### config.mk
export PLATFORM = sky130hd
export DESIGN_NAME = fetch_stage
export DESIGN_NICKNAME = d
export VERILOG_FILES = /design/src/rtl/fetch_stage.sv
export SDC_FILE = /design/constraint.sdc
export NUM_CORES = 1
export LEC_CHECK = 0
export BUFFER_PORTS_ARGS = -buffer_cell sky130_fd_sc_hd__buf_2
export CORE_UTILIZATION = 40
export CTS_BUF_LIST = sky130_fd_sc_hd__clkbuf_8
export CTS_CLUSTER_DIAMETER = 150
export CTS_CLUSTER_SIZE = 14
export DETAILED_ROUTE_END_ITERATION = 6
export GPL_TIMING_DRIVEN = 0
export PLACE_DENSITY = 0.72
export SETUP_SLACK_MARGIN = 0.5
export SLEW_MARGIN = 10
export SYNTH_ARGS = -nofsm -noshare
export SYNTH_HDL_FRONTEND = slang
export SYNTH_SLANG_ARGS = --single-unit
### constraint.sdc
create_clock -name clk -period 2.24 [get_ports clk]
set_clock_uncertainty 0.2 [all_clocks]
set_input_delay 0.224 -clock clk [delete_from_list [all_inputs] [get_ports clk]]
set_output_delay 0.224 -clock clk [all_outputs]
set_load 0.01 [all_outputs]
### src/rtl/fetch_stage.sv
// Instruction-fetch stage with the IF/ID pipeline register.
// Owns the PC, handles decode's stall/redirect requests and the halt handshake.
module fetch_stage #(
    parameter logic [15:0] RESET_PC     = 16'h0000,
    parameter logic [3:0]  HLT_OPCODE   = 4'hF,
    parameter logic [15:0] BUBBLE_INSTR = 16'h0000
) (
    input  logic        clk,
    input  logic        rst,
    output logic [15:0] imem_addr,
    input  logic [15:0] imem_data,
    input  logic        stall_in,
    input  logic        flush_in,
    input  logic        BranchTaken,
    input  logic [15:0] BranchAddr,
    input  logic        HLT,
    output logic [15:0] instruction,
    output logic [15:0] PC_plus_2,
    output logic        flush_out,
    output logic        stall_out,
    output logic        halted,
    output logic [15:0] pc
);

    typedef enum logic [1:0] {StRun, StHaltPend, StHalted} state_e;

    state_e      state_q, state_d;
    logic [15:0] pc_q, pc_d;
    logic [15:0] instr_q, instr_d;
    logic [15:0] pc_plus_2_q, pc_plus_2_d;
    logic        flush_q, flush_d;
    logic        stall_q, stall_d;
    logic        halted_q, halted_d;

    logic [15:0] pc_inc;
    logic        is_hlt_word;
    logic        halt_now;

    assign pc_inc      = pc_q + 16'd2;
    assign is_hlt_word = (imem_data[15:12] == HLT_OPCODE);
    // Decode only owns a live halt when the IF/ID entry it is decoding is not a bubble.
    assign halt_now    = HLT && !flush_q;

    // FSM state register
    always_ff @(posedge clk or posedge rst) begin
        if (rst) begin
            state_q <= StRun;
        end else begin
            state_q <= state_d;
        end
    end

    // FSM next-state logic; a stall freezes the FSM in every live state
    always_comb begin
        state_d = state_q;
        unique case (state_q)
            StRun: begin
                if (!stall_in) begin
                    if (BranchTaken) begin
                        state_d = StRun;
                    end else if (halt_now) begin
                        state_d = StHalted;
                    end else if (!flush_in && is_hlt_word) begin
                        state_d = StHaltPend;
                    end
                end
            end
            StHaltPend: begin
                if (!stall_in) begin
                    if (BranchTaken) begin
                        state_d = StRun;
                    end else if (halt_now) begin
                        state_d = StHalted;
                    end
                end
            end
            StHalted: state_d = StHalted;
            default:  state_d = StRun;
        endcase
    end

    // Next values of PC, IF/ID register and status flags
    always_comb begin
        pc_d        = pc_q;
        instr_d     = instr_q;
        pc_plus_2_d = pc_plus_2_q;
        flush_d     = flush_q;
        stall_d     = 1'b0;
        halted_d    = halted_q;
        if (state_q == StHalted) begin
            instr_d     = BUBBLE_INSTR;
            pc_plus_2_d = 16'h0000;
            flush_d     = 1'b1;
        end else if (stall_in) begin
            // Stall wins over redirect: a stalled branch may have read stale operands.
            stall_d = 1'b1;
        end else if (BranchTaken) begin
            pc_d        = BranchAddr;
            instr_d     = BUBBLE_INSTR;
            pc_plus_2_d = 16'h0000;
            flush_d     = 1'b1;
        end else if (halt_now || flush_in || (state_q == StHaltPend)) begin
            // Squash without redirect; a pending halt never refetches.
            instr_d     = BUBBLE_INSTR;
            pc_plus_2_d = 16'h0000;
            flush_d     = 1'b1;
            if (halt_now) begin
                halted_d = 1'b1;
            end
        end else begin
            instr_d     = imem_data;
            pc_plus_2_d = pc_inc;
            flush_d     = 1'b0;
            // A predecoded halt parks the PC on its own address.
            if (!is_hlt_word) begin
                pc_d = pc_inc;
            end
        end
    end

    // Datapath registers
    always_ff @(posedge clk or posedge rst) begin
        if (rst) begin
            pc_q        <= RESET_PC;
            instr_q     <= BUBBLE_INSTR;
            pc_plus_2_q <= 16'h0000;
            flush_q     <= 1'b1;
            stall_q     <= 1'b0;
            halted_q    <= 1'b0;
        end else begin
            pc_q        <= pc_d;
            instr_q     <= instr_d;
            pc_plus_2_q <= pc_plus_2_d;
            flush_q     <= flush_d;
            stall_q     <= stall_d;
            halted_q    <= halted_d;
        end
    end

    // Outputs come straight from registers
    always_comb begin
        imem_addr   = pc_q;
        pc          = pc_q;
        instruction = instr_q;
        PC_plus_2   = pc_plus_2_q;
        flush_out   = flush_q;
        stall_out   = stall_q;
        halted      = halted_q;
    end

endmodule

==> summary.md, run 1 <==
| Metric | Value |
|---|---|
| Seq cells post-synth | `53` |
| Die Y | `84.7 um` |
| Fin crit share | `78.6%` |
| Synth cell types | `49` |
| DRT antenna net count | `0` |
| CTS max path bufs | `2` |
| Syn Nets | `309` |
| Clk sinks | `53` |
| Async set-reset flop share out of synthesis | `100%` |
| Pleak | `~2.1 nW` |
| Primary FF master, synth | `dfrtp_1` |
| Vias after detailed routing | `2632` |
| Most common cell after layout, fill and taps aside | `buf_2` |
| Avg WL per Cell | `16.1 um` |
| Starting Density | `42.3%` |
| First-pass iteration count of the detailed router | `7` |
| Worst EP arrival | `around 1800 ps` |
| I/O pins | `roughly 110` |
| Num CTS Buffers | `5` |
| Initial antenna violation count | `0` |
| IO Port Bufs | `just over 100` |
| Total placed cells including tap cells | `450` |
| Clock Latency Late Sink | `310 ps` |
| Violations in the final reports | `DRC, hold timing` |
| Max-Cap Viols | `0` |
| Synth Cell Area | `2730 sq um` |
| Status | `finished, violations left` |
| Final net count | `approximately 460` |
| Drt initial violations | `128` |
| Hpwl dp | `5290 um` |
| Critical path fanouts, max | `4` |
| Syn avg cell area | `between 10 and 15 sq um` |
| Number of global-route vias before repair | `2505` |
| Worst setup EP type | `flop` |
| Vias per inst | `5.27` |
| Total track usage | `approximately 22%` |
| Core area | `6460 sq um` |
| H-tree depth | `2` |
| Seq/Total Area, Yosys | `48.6%` |
| Max Clk Rate | `between 0.5 and 0.6 GHz` |
| WHS | `-7.59 ps` |
| Ant diodes | `0` |
| Row Count | `29` |
| DRC | `5` |
| First-pass GRT wire length | `around 12000 um` |
| Crit path max-delay cell type | `dfstp_2` |
| CTS tree | `built` |
| Setup-failing EPs final | `0` |
| RSZ-0062 raised after global routing | `true` |
| Clk Tree Root Cell | `clkbuf_8` |
| Worst slew margin | `62.1%` |
| Die area | `~7000 sq um` |
| Yosys Warn Count | `0` |
| GR Overflow Total | `0` |
| Pin count of the biggest net entering global routing | `36` |
| WS Path Type | `flop to flop` |
| Tmin final | `1760 ps` |
| Worst min-delay path category | `input port to flop` |
| Chip Width | `84.7 um` |
| Least-Margin Pin Slew | `about 570 ps` |
| Worst-path cell chain | `or2b_4, a41oi_4, buf_4, a211oi_1, o22a_1` |
| Layout cells sized above 1 | `48.1%` |
| Number of synthesized flops with an enable pin | `0` |
| Max stage delay on crit path | `580 ps` |
| FILL cells | `554` |
| Tot Pwr | `2.06 mW` |
| Routed WL | `roughly 8000 um` |
| Most frequent cells in the layout | `buf_2, dfrtp_1, buf_4` |
| Clk slew on worst S/H paths | `100 ps` |
| Gp weighted congestion | `0.823` |
| P&R area growth vs syn | `49.1%` |
| P per Cell Area | `506 nW/um^2` |
| Worst vdd ir | `0.345 mV` |
| Final non-filler cell total | `499` |
| Syn Inst Count | `around 270` |
| Critical Path Source Type | `flop` |
| Critical Path RT | `2290 ps` |
| Hold Violations, Final | `1` |
| Final Max Tran Viols | `0` |
-- cells in the mapped netlist, types with 2 or more instances --
master    number  share of area (%)
and2_1         3               0.69
buf_6          2               0.82
a22o_1        18                5.8
inv_1          6               0.82
a31oi_1        3               0.69
xnor2_1        3               0.96
o22ai_1        3               0.69
a22oi_1        2               0.55
nor4_1         3               0.69
ha_1           2               0.92
o21ai_0       24                4.4
o21a_1         3               0.82
nor2_1        10                1.4
nand2b_1       3               0.69
a211oi_1       2               0.55
nand3_1        9                1.6
o31ai_1        7                1.9
xor2_1        10                3.2
nand2_1       23                3.2
nand4_1        7                1.6
o31a_1         4                1.3
clkbuf_1       7               0.96
a21oi_1        4               0.73
buf_2          8                1.5
nor3_1         5               0.92
dfrtp_1       52                 48
buf_4         19                5.2
o21ai_1        2               0.37
and4_1         3               0.96
and3_1         3               0.69
-- per-layer routing --
metal  vias up  GRT usage, %  routed length, um
met5         -             0                  0
met4         0          7.40                159
met3        14          3.54                339
met2        90          37.3               4050
met1      1264          27.7               3460
li1       1264             -                  -
-- power by group --
group,switching [mW],internal [mW]
combinational,0.178,0.193
sequential,0.0333,0.983
clock,0.334,0.341
-- through the flow --
stage / setup WS [ps] / hold slack (ps) / util (%) / setup TNS [ps] / cell area, sq um
3_5_place_dp: 314 / 50.5 / 52.1 / 0 / 3360
3_3_place_gp: -147 / 244 / 51.8 / -7510 / 3340
2_1_floorplan: 503 / 157 / - / 0 / 2730
4_1_cts: 494 / 7.77 / 59.8 / 0 / 3860
6_report: 478 / -7.59 / 63.1 / 0 / 4080
5_1_grt: 429 / 9.76 / 63.1 / 0 / 4080
-- cells by family (layout without fill, tap and decap cells) --
group	Yosys count	in the layout	synth area share [%]
multiplexers	2	2	0.778
flip-flops	53	53	48.6
adder cells (fa/ha/maj)	2	2	0.916
AO/OA/AOI/OAI	80	80	20.7
AND/OR/NAND/NOR	76	76	14.8
XOR/XNOR	13	13	4.17
buffers and inverters	43	196	10.0
-- worst paths after layout --
kind,startpoint,end,slack [ps],cells after the start
worst min-delay path,BranchAddr[7],imem_addr[7],-8,3
min in group asynchronous,rst,PC_plus_2[2],260,3
worst max-delay path,flush_out,imem_addr[6],480,5
worst max register to register,flush_out,imem_addr[6],480,5
max in group asynchronous,rst,flush_out,980,4
worst min register to register,PC_plus_2[8],PC_plus_2[8],280,2
-- worst max-delay path, delay by kind of cell, from the launching register on --
family / cells / cell delay, ps
AO/OA/AOI/OAI: 3 / 600
buffers and inverters: 1 / 180
AND/OR/NAND/NOR: 1 / 150
flip-flops: 1 / 580
-- flip-flops by register name, summed over array words and instances (netlist names) --
signal and cells:
halted 1, imem_addr 16, flush_out 1, state_q 2
stall_out 1, PC_plus_2 16, instruction 16
-- layout make-up --
| type | instances | area, sq um | share of cell area, % |
|---|---|---|---|
| multi-input cells | 173 | 1270 | 31.1 |
| flip-flops and latches | 53 | 1340 | 32.8 |
| inverters | 6 | 22.5 | 0.553 |
| clock inverters | 3 | 47.5 | 1.17 |
| well taps | 77 | 96.3 | 2.36 |
| clock buffers | 5 | 68.8 | 1.69 |
| repair buffers | 145 | 928 | 22.8 |
| plain buffers | 37 | 308 | 7.55 |
-- what timing repair did --
action	4_1_cts	5_1_grt
setup buffers	13	6
endpoints found under the setup margin	42	31
gates resized for setup	28	38
gates cloned	0	2
hold buffers	20	0
pin swaps	6	13
endpoints found under the hold margin	37	0
No activity file was read; power rests on OpenSTA's default activity.
==> inputs of run 2 (changes only) <==
--- a/config.mk
+++ b/config.mk
@@ -12,7 +12,7 @@
 export CTS_CLUSTER_SIZE = 14
 export DETAILED_ROUTE_END_ITERATION = 6
 export GPL_TIMING_DRIVEN = 0
-export PLACE_DENSITY = 0.72
+export PLACE_DENSITY = 0.75
 export SETUP_SLACK_MARGIN = 0.5
 export SLEW_MARGIN = 10
 export SYNTH_ARGS = -nofsm -noshare
==> constraint.sdc (replaced) <==
create_clock -name clk -period 1.4 [get_ports clk]
set_clock_uncertainty 0.2 [all_clocks]
set_input_delay 0.14 -clock clk [delete_from_list [all_inputs] [get_ports clk]]
set_output_delay 0.14 -clock clk [all_outputs]
set_load 0.01 [all_outputs]
==> run 2 against run 1 <==
Critical endpoint is now PC_plus_2[12]. Die area did not move. Worst hold slack got worse by 270 ps. The flow finishes with violations (DRC, hold timing, setup timing). Final cell count rose by 5.0%. Largest cell class is now non-clock buffers. Clock power rose by 37%. Wire length rose by 21%. Setup slack got worse by 880 ps. First-iteration DRC count rose by 130%. Global-route usage rose by 3.5 points.
==> summary.md, run 2 (synthesis gave the netlist of run 1 again) <==
| Metric | Value |
|---|---|
| Vias after detailed routing | `2934 (was 2632)` |
| Final non-filler cell total | `524 (was 499)` |
| IO Port Bufs | `103 (unchanged)` |
| Clk Tree Root Cell | `clkbuf_8 (unchanged)` |
| First-pass GRT wire length | `13900 um (was 12200 um)` |
| Gp weighted congestion | `0.832 (was 0.823)` |
| FILL cells | `435 (was 554)` |
| Routed WL | `9700 um (was 8010 um)` |
| WHS | `-278 ps (was -7.59 ps)` |
| Most frequent cells in the layout | `buf_2, buf_6, buf_4 (was buf_2, dfrtp_1, buf_4)` |
| Core area | `6460 sq um (unchanged)` |
| Critical Path Source Type | `flop (unchanged)` |
| Design area | `4710 sq um (was 4080 sq um)` |
| Chip Width | `84.7 um (unchanged)` |
| Ant diodes | `0 (unchanged)` |
| Num CTS Buffers | `5 (unchanged)` |
| Tot Pwr | `3.33 mW (was 2.06 mW)` |
| Violations in the final reports | `DRC, hold timing, setup timing (was DRC, hold timing)` |
| Worst vdd ir | `0.393 mV (was 0.345 mV)` |
| Tmin final | `1810 ps (was 1760 ps)` |
| P&R area growth vs syn | `72.3% (was 49.1%)` |
| Clock Latency Late Sink | `320 ps (was 310 ps)` |
| DRT antenna net count | `0 (unchanged)` |
| Least-Margin Pin Slew | `652 ps (was 568 ps)` |
| Worst EP arrival | `1810 ps (about the same)` |
| Most common cell after layout, fill and taps aside | `buf_2 (unchanged)` |
| Hpwl dp | `5340 um (was 5290 um)` |
| Vias per inst | `5.60 (was 5.27)` |
| Worst min-delay path category | `input port to async pin (was input port to flop)` |
| Status | `finished, violations left (unchanged)` |
| CTS max path bufs | `2 (unchanged)` |
| Die area | `7170 sq um (unchanged)` |
| Row Count | `29 (unchanged)` |
| Clk slew on worst S/H paths | `100 ps (about the same)` |
| Initial antenna violation count | `0 (unchanged)` |
| I/O pins | `105 (unchanged)` |
| Setup-failing EPs final | `59 (was 0)` |
| Drt initial violations | `290 (was 128)` |
| Final Max Tran Viols | `0 (unchanged)` |
| Avg WL per Cell | `18.5 um (was 16.1 um)` |
| Total placed cells including tap cells | `449 (was 450)` |
| Place WS | `-509 ps (was 314 ps)` |
| P per Cell Area | `707 nW/um^2 (was 506 nW/um^2)` |
| CTS tree | `built (unchanged)` |
| Clk sinks | `53 (unchanged)` |
| Post-DP Area | `3540 sq um (was 3360 sq um)` |
| WS Path Type | `flop to flop (unchanged)` |
| Worst slew margin | `56.5% (was 62.1%)` |
| Number of global-route vias before repair | `2750 (was 2505)` |
| Worst setup EP type | `flop (unchanged)` |
| Hold Violations, Final | `83 (was 1)` |
| Pin count of the biggest net entering global routing | `28 (was 36)` |
| Layout cells sized above 1 | `61.3% (was 48.1%)` |
| H-tree depth | `2 (unchanged)` |
| DRC | `7 (was 5)` |
| Reg2reg path depth | `7 (was 5)` |
| First-pass iteration count of the detailed router | `7 (unchanged)` |
| Max Clk Rate | `0.554 GHz (was 0.568 GHz)` |
| Total track usage | `25.1% (was 21.6%)` |
| Worst Slack Setup Final | `-406 ps (was 478 ps)` |
| Max-Cap Viols | `0 (unchanged)` |
| Starting Density | `42.3% (unchanged)` |
| Die Y | `84.7 um (unchanged)` |
| RSZ-0062 raised after global routing | `true (unchanged)` |
| Critical Path RT | `1410 ps (was 2290 ps)` |
| Final net count | `486 (was 461)` |
| Fin crit share | `129% (was 78.6%)` |
| Critical path fanouts, max | `5 (was 4)` |
| Pleak | `2.31 nW (was 2.09 nW)` |
| GR Overflow Total | `0 (unchanged)` |
-- run 2: worst paths after layout --
path	slack [ps]	endpoint	startpoint
worst max-delay path	-410	PC_plus_2[12]	imem_addr[4]
worst min-delay path	-280	PC_plus_2[12]	rst
worst max register to register	-410	PC_plus_2[12]	imem_addr[4]
worst min register to register	300	PC_plus_2[8]	PC_plus_2[8]
max in group asynchronous	850	imem_addr[2]	rst
min in group clk	-160	instruction[11]	imem_data[11]
-- run 2: repair_timing --
action	CTS	global route
setup buffers	41	20
gates cloned	6	0
pin swaps	12	12
resized for setup	75	33
hold endpoints to repair	84	82
endpoints found under the setup margin	172	120
-- run 2: power by group --
| part | switching, mW | internal [mW] |
|---|---|---|
| clock | 0.523 | 0.402 |
| combinational | 0.344 | 0.420 |
| sequential | 0.0648 | 1.57 |
-- run 2: final cells by class --
cell class	count	area [sq um]	share of cell area [%]
Multi-Input combinational cell	173	1380	29.3
Timing Repair Buffer	169	1350	28.7
Sequential cell	53	1340	28.5
Buffer	37	407	8.64
Tap cell	77	96.3	2.05
Clock buffer	6	82.6	1.75
Inverter	6	26.3	0.558
Clock inverter	2	13.8	0.292
Timing Repair inverter	1	7.51	0.159
-- run 2: per-stage QoR --
step	util, %	TNS [ps]
after floorplan	-	-6520
after global placement	54.8	-10690
after detailed placement	54.8	-13190
after CTS	67.8	-10350
after global routing	72.9	-16390
final	72.9	-13290
-- run 2: routing by layer --
layer / global-route usage, % / up-vias / share of wire, %
met5: 0 / - / 0
met1: 31.1 / 1426 / 40
met2: 44.2 / 171 / 51
met4: 8.32 / 0 / 1.9
met3: 4.62 / 22 / 7.1
li1: - / 1315 / -
-- run 2: worst max-delay path: stages (launching register included) --
cell	delay (ps)
dfrtp_1	370
buf_6	110
and4_4	230
buf_8	120
buf_12	120
nand4_1	180
xor2_1	260
o21ai_1	110
==> inputs of run 3 (changes only) <==
--- a/config.mk
+++ b/config.mk
@@ -12,7 +12,7 @@
 export CTS_CLUSTER_SIZE = 14
 export DETAILED_ROUTE_END_ITERATION = 6
 export GPL_TIMING_DRIVEN = 0
-export PLACE_DENSITY = 0.75
+export PLACE_DENSITY = 0.72
 export SETUP_SLACK_MARGIN = 0.5
 export SLEW_MARGIN = 10
 export SYNTH_ARGS = -nofsm -noshare
==> constraint.sdc (replaced) <==
create_clock -name clk -period 2.06 [get_ports clk]
set_clock_uncertainty 0.2 [all_clocks]
set_input_delay 0.206 -clock clk [delete_from_list [all_inputs] [get_ports clk]]
set_output_delay 0.206 -clock clk [all_outputs]
set_load 0.01 [all_outputs]
==> run 3 against run 2 <==
The flow finishes with violations (DRC). Highest routed layer unchanged. Power fell by 35%. Design area fell by 8.3%. Critical path depth fell by 3. Final cell count shrank 0.95%. Sequential cell count is the same. Sequential power fell by 32%. Global-route usage is 2.7 points lower. Die area unchanged. Non-clock buffer count decreased by 4. First-iteration DRC count down 57%. Utilization fell by 6.1 points. Clock power decreased by 32%. Critical path type unchanged.
==> summary.md, run 3 (synthesis gave the netlist of run 1 again) <==
| Metric | Value |
|---|---|
| Status | `finished, violations left (unchanged)` |
| Violations in the final reports | `DRC (was DRC, hold timing, setup timing)` |
| Worst vdd ir | `0.322 mV (was 0.393 mV)` |
| Clock Latency Late Sink | `310 ps (was 320 ps)` |
| Ant diodes | `0 (unchanged)` |
| Die area | `7170 sq um (unchanged)` |
| Hold worst-path end | `imem_addr[2]` |
| First-pass GRT wire length | `12700 um (was 13900 um)` |
| Final Util | `66.8% (was 72.9%)` |
| First-pass iteration count of the detailed router | `7 (unchanged)` |
| Setup-failing EPs final | `0 (was 59)` |
| Num CTS Buffers | `5 (unchanged)` |
| CTS tree | `built (unchanged)` |
| Clk slew on worst S/H paths | `100 ps (about the same)` |
| P&R area growth vs syn | `57.9% (was 72.3%)` |
| RSZ-0062 raised after global routing | `true (unchanged)` |
| Critical Path Source Type | `flop (unchanged)` |
| DRT antenna net count | `0 (unchanged)` |
| Number of global-route vias before repair | `2580 (was 2750)` |
| Hold Violations, Final | `0 (was 83)` |
| I/O pins | `105 (unchanged)` |
| H-tree depth | `2 (unchanged)` |
| Reg2reg path depth | `4 (was 7)` |
| Hpwl dp | `5170 um (was 5340 um)` |
| Vias per inst | `5.32 (was 5.60)` |
| R2r endpoint | `imem_addr[14] (was PC_plus_2[12])` |
| Crit path max-delay cell type | `dfstp_2 (was dfrtp_1)` |
| Clk sinks | `53 (unchanged)` |
| Crit Reg-Reg Startpoint | `flush_out (was imem_addr[4])` |
| Max-Cap Viols | `0 (unchanged)` |
| DRC | `5 (was 7)` |
| Initial antenna violation count | `0 (unchanged)` |
| Most common cell after layout, fill and taps aside | `buf_2 (unchanged)` |
| Least-Margin Pin Slew | `604 ps (was 652 ps)` |
| Chip Width | `84.7 um (unchanged)` |
| Routed WL | `8310 um (was 9700 um)` |
| Clk Tree Root Cell | `clkbuf_8 (unchanged)` |
| WS Path Type | `flop to flop (unchanged)` |
| Critical path fanouts, max | `4 (was 5)` |
| Setup_tns | `0 ps (was -13290 ps)` |
| Worst-path cell chain | `or2b_4, nand4_1, or3_4, o211ai_1 (was buf_6, and4_4, buf_8, buf_12, nand4_1, xor2_1, o21ai_1)` |
| Drt initial violations | `125 (was 290)` |
| Most frequent cells in the layout | `buf_2, dfrtp_1, buf_4 (was buf_2, buf_6, buf_4)` |
| Max stage delay on crit path | `560 ps (was 370 ps)` |
| Final non-filler cell total | `519 (was 524)` |
| Core area | `6460 sq um (unchanged)` |
| Final Max Tran Viols | `0 (unchanged)` |
| Worst EP arrival | `1790 ps (was 1810 ps)` |
| Layout cells sized above 1 | `53.2% (was 61.3%)` |
| P per Cell Area | `502 nW/um^2 (was 707 nW/um^2)` |
| Final net count | `481 (was 486)` |
| Critical Path RT | `2090 ps (was 1410 ps)` |
| Hold path cells | `3` |
| Total placed cells including tap cells | `449 (unchanged)` |
| Die Y | `84.7 um (unchanged)` |
| Worst setup EP type | `flop (unchanged)` |
| Row Count | `29 (unchanged)` |
| GR Overflow Total | `0 (unchanged)` |
| Gp weighted congestion | `0.779 (was 0.832)` |
| Worst min-delay path category | `input port to flop (was input port to async pin)` |
| Total track usage | `22.4% (was 25.1%)` |
| WHS | `9.02 ps (was -278 ps)` |
| Worst Slack Setup Final | `296 ps (was -406 ps)` |
| Starting Density | `42.3% (unchanged)` |
| Worst slew margin | `59.7% (was 56.5%)` |
| Fin crit share | `85.6% (was 129%)` |
| Pin count of the biggest net entering global routing | `54 (was 28)` |
| IO Port Bufs | `103 (unchanged)` |
| Tmin final | `1760 ps (was 1810 ps)` |
| CTS max path bufs | `2 (unchanged)` |
| Critical hold path startpoint | `BranchAddr[2]` |
| Place WS | `201 ps (was -509 ps)` |
| Reg2reg setup slack | `300 ps (was -410 ps)` |
| Pleak | `2.20 nW (was 2.31 nW)` |
| Vias after detailed routing | `2760 (was 2934)` |
| Max Clk Rate | `0.567 GHz (was 0.554 GHz)` |
| Avg WL per Cell | `16.0 um (was 18.5 um)` |
-- run 3: changes by cell type in the layout (fill, tap and decap cells not counted), sizes merged --
cell / previous run / this run
buf: 198 / 171
clkinv: 2 / 1
clkinvlp: 2 / 1
dlygate4sd3: 0 / 23
inv: 5 / 6
-- run 3: worst max-delay path by stage --
stage | depth (start not counted) | to | slack (ps) | startpoint
2_1_floorplan | 7 | imem_addr[13] | 340 | imem_addr[4]
3_3_place_gp | 6 | imem_addr[13] | 230 | imem_addr[3]
3_5_place_dp | 6 | imem_addr[13] | 200 | imem_addr[2]
4_1_cts | 7 | imem_addr[14] | 330 | imem_addr[4]
5_1_grt | 6 | imem_addr[12] | 210 | flush_out
6_report | 4 | imem_addr[14] | 300 | flush_out
-- run 3: timing repair --
action,CTS,global route
setup endpoints to repair,44,55
resized for setup,47,33
endpoints found under the hold margin,22,16
setup buffers,19,14
gates cloned,3,2
pin swaps,8,13
hold buffers,22,1
-- run 3: power by group --
group	total [mW]	internal (mW)	switching [mW]	leakage (nW)
Combinational	0.427	0.229	0.198	1.44
Sequential	1.11	1.07	0.0404	0.711
Clock	0.630	0.280	0.351	0.0518
-- run 3: cell type report --
| type | instances | area, sq um |
|---|---|---|
| plain buffers | 37 | 328 |
| clock inverters | 2 | 17.5 |
| flip-flops and latches | 53 | 1340 |
| fillers | 506 | 2140 |
| multi-input cells | 173 | 1310 |
| clock buffers | 6 | 82.6 |
| well taps | 77 | 96.3 |
| repair buffers | 165 | 1120 |
| inverters | 6 | 26.3 |
-- run 3: critical path, delay by kind of cell, from the launching register on --
family             cells  cell delay, ps
DFF                    1             560
and+or+nand+nor        3             770
AOI/OAI and AO/OA      1             170
-- run 3: routing by layer --
layer | vias up | track usage (%) | wire length (um)
met5 | - | 0 | 0
met4 | 0 | 6.78 | 125
met3 | 14 | 3.05 | 455
met2 | 109 | 38.1 | 4130
met1 | 1343 | 29.8 | 3600
li1 | 1294 | - | -
-- run 3: per-stage QoR --
step | instance area, sq um | power, mW
global route | 4320 | 2.26
global placement | 3410 | 1.43
finish | 4320 | 2.17
CTS | 4040 | 2.13
detailed placement | 3410 | 1.44
floorplan | 2790 | 1.31
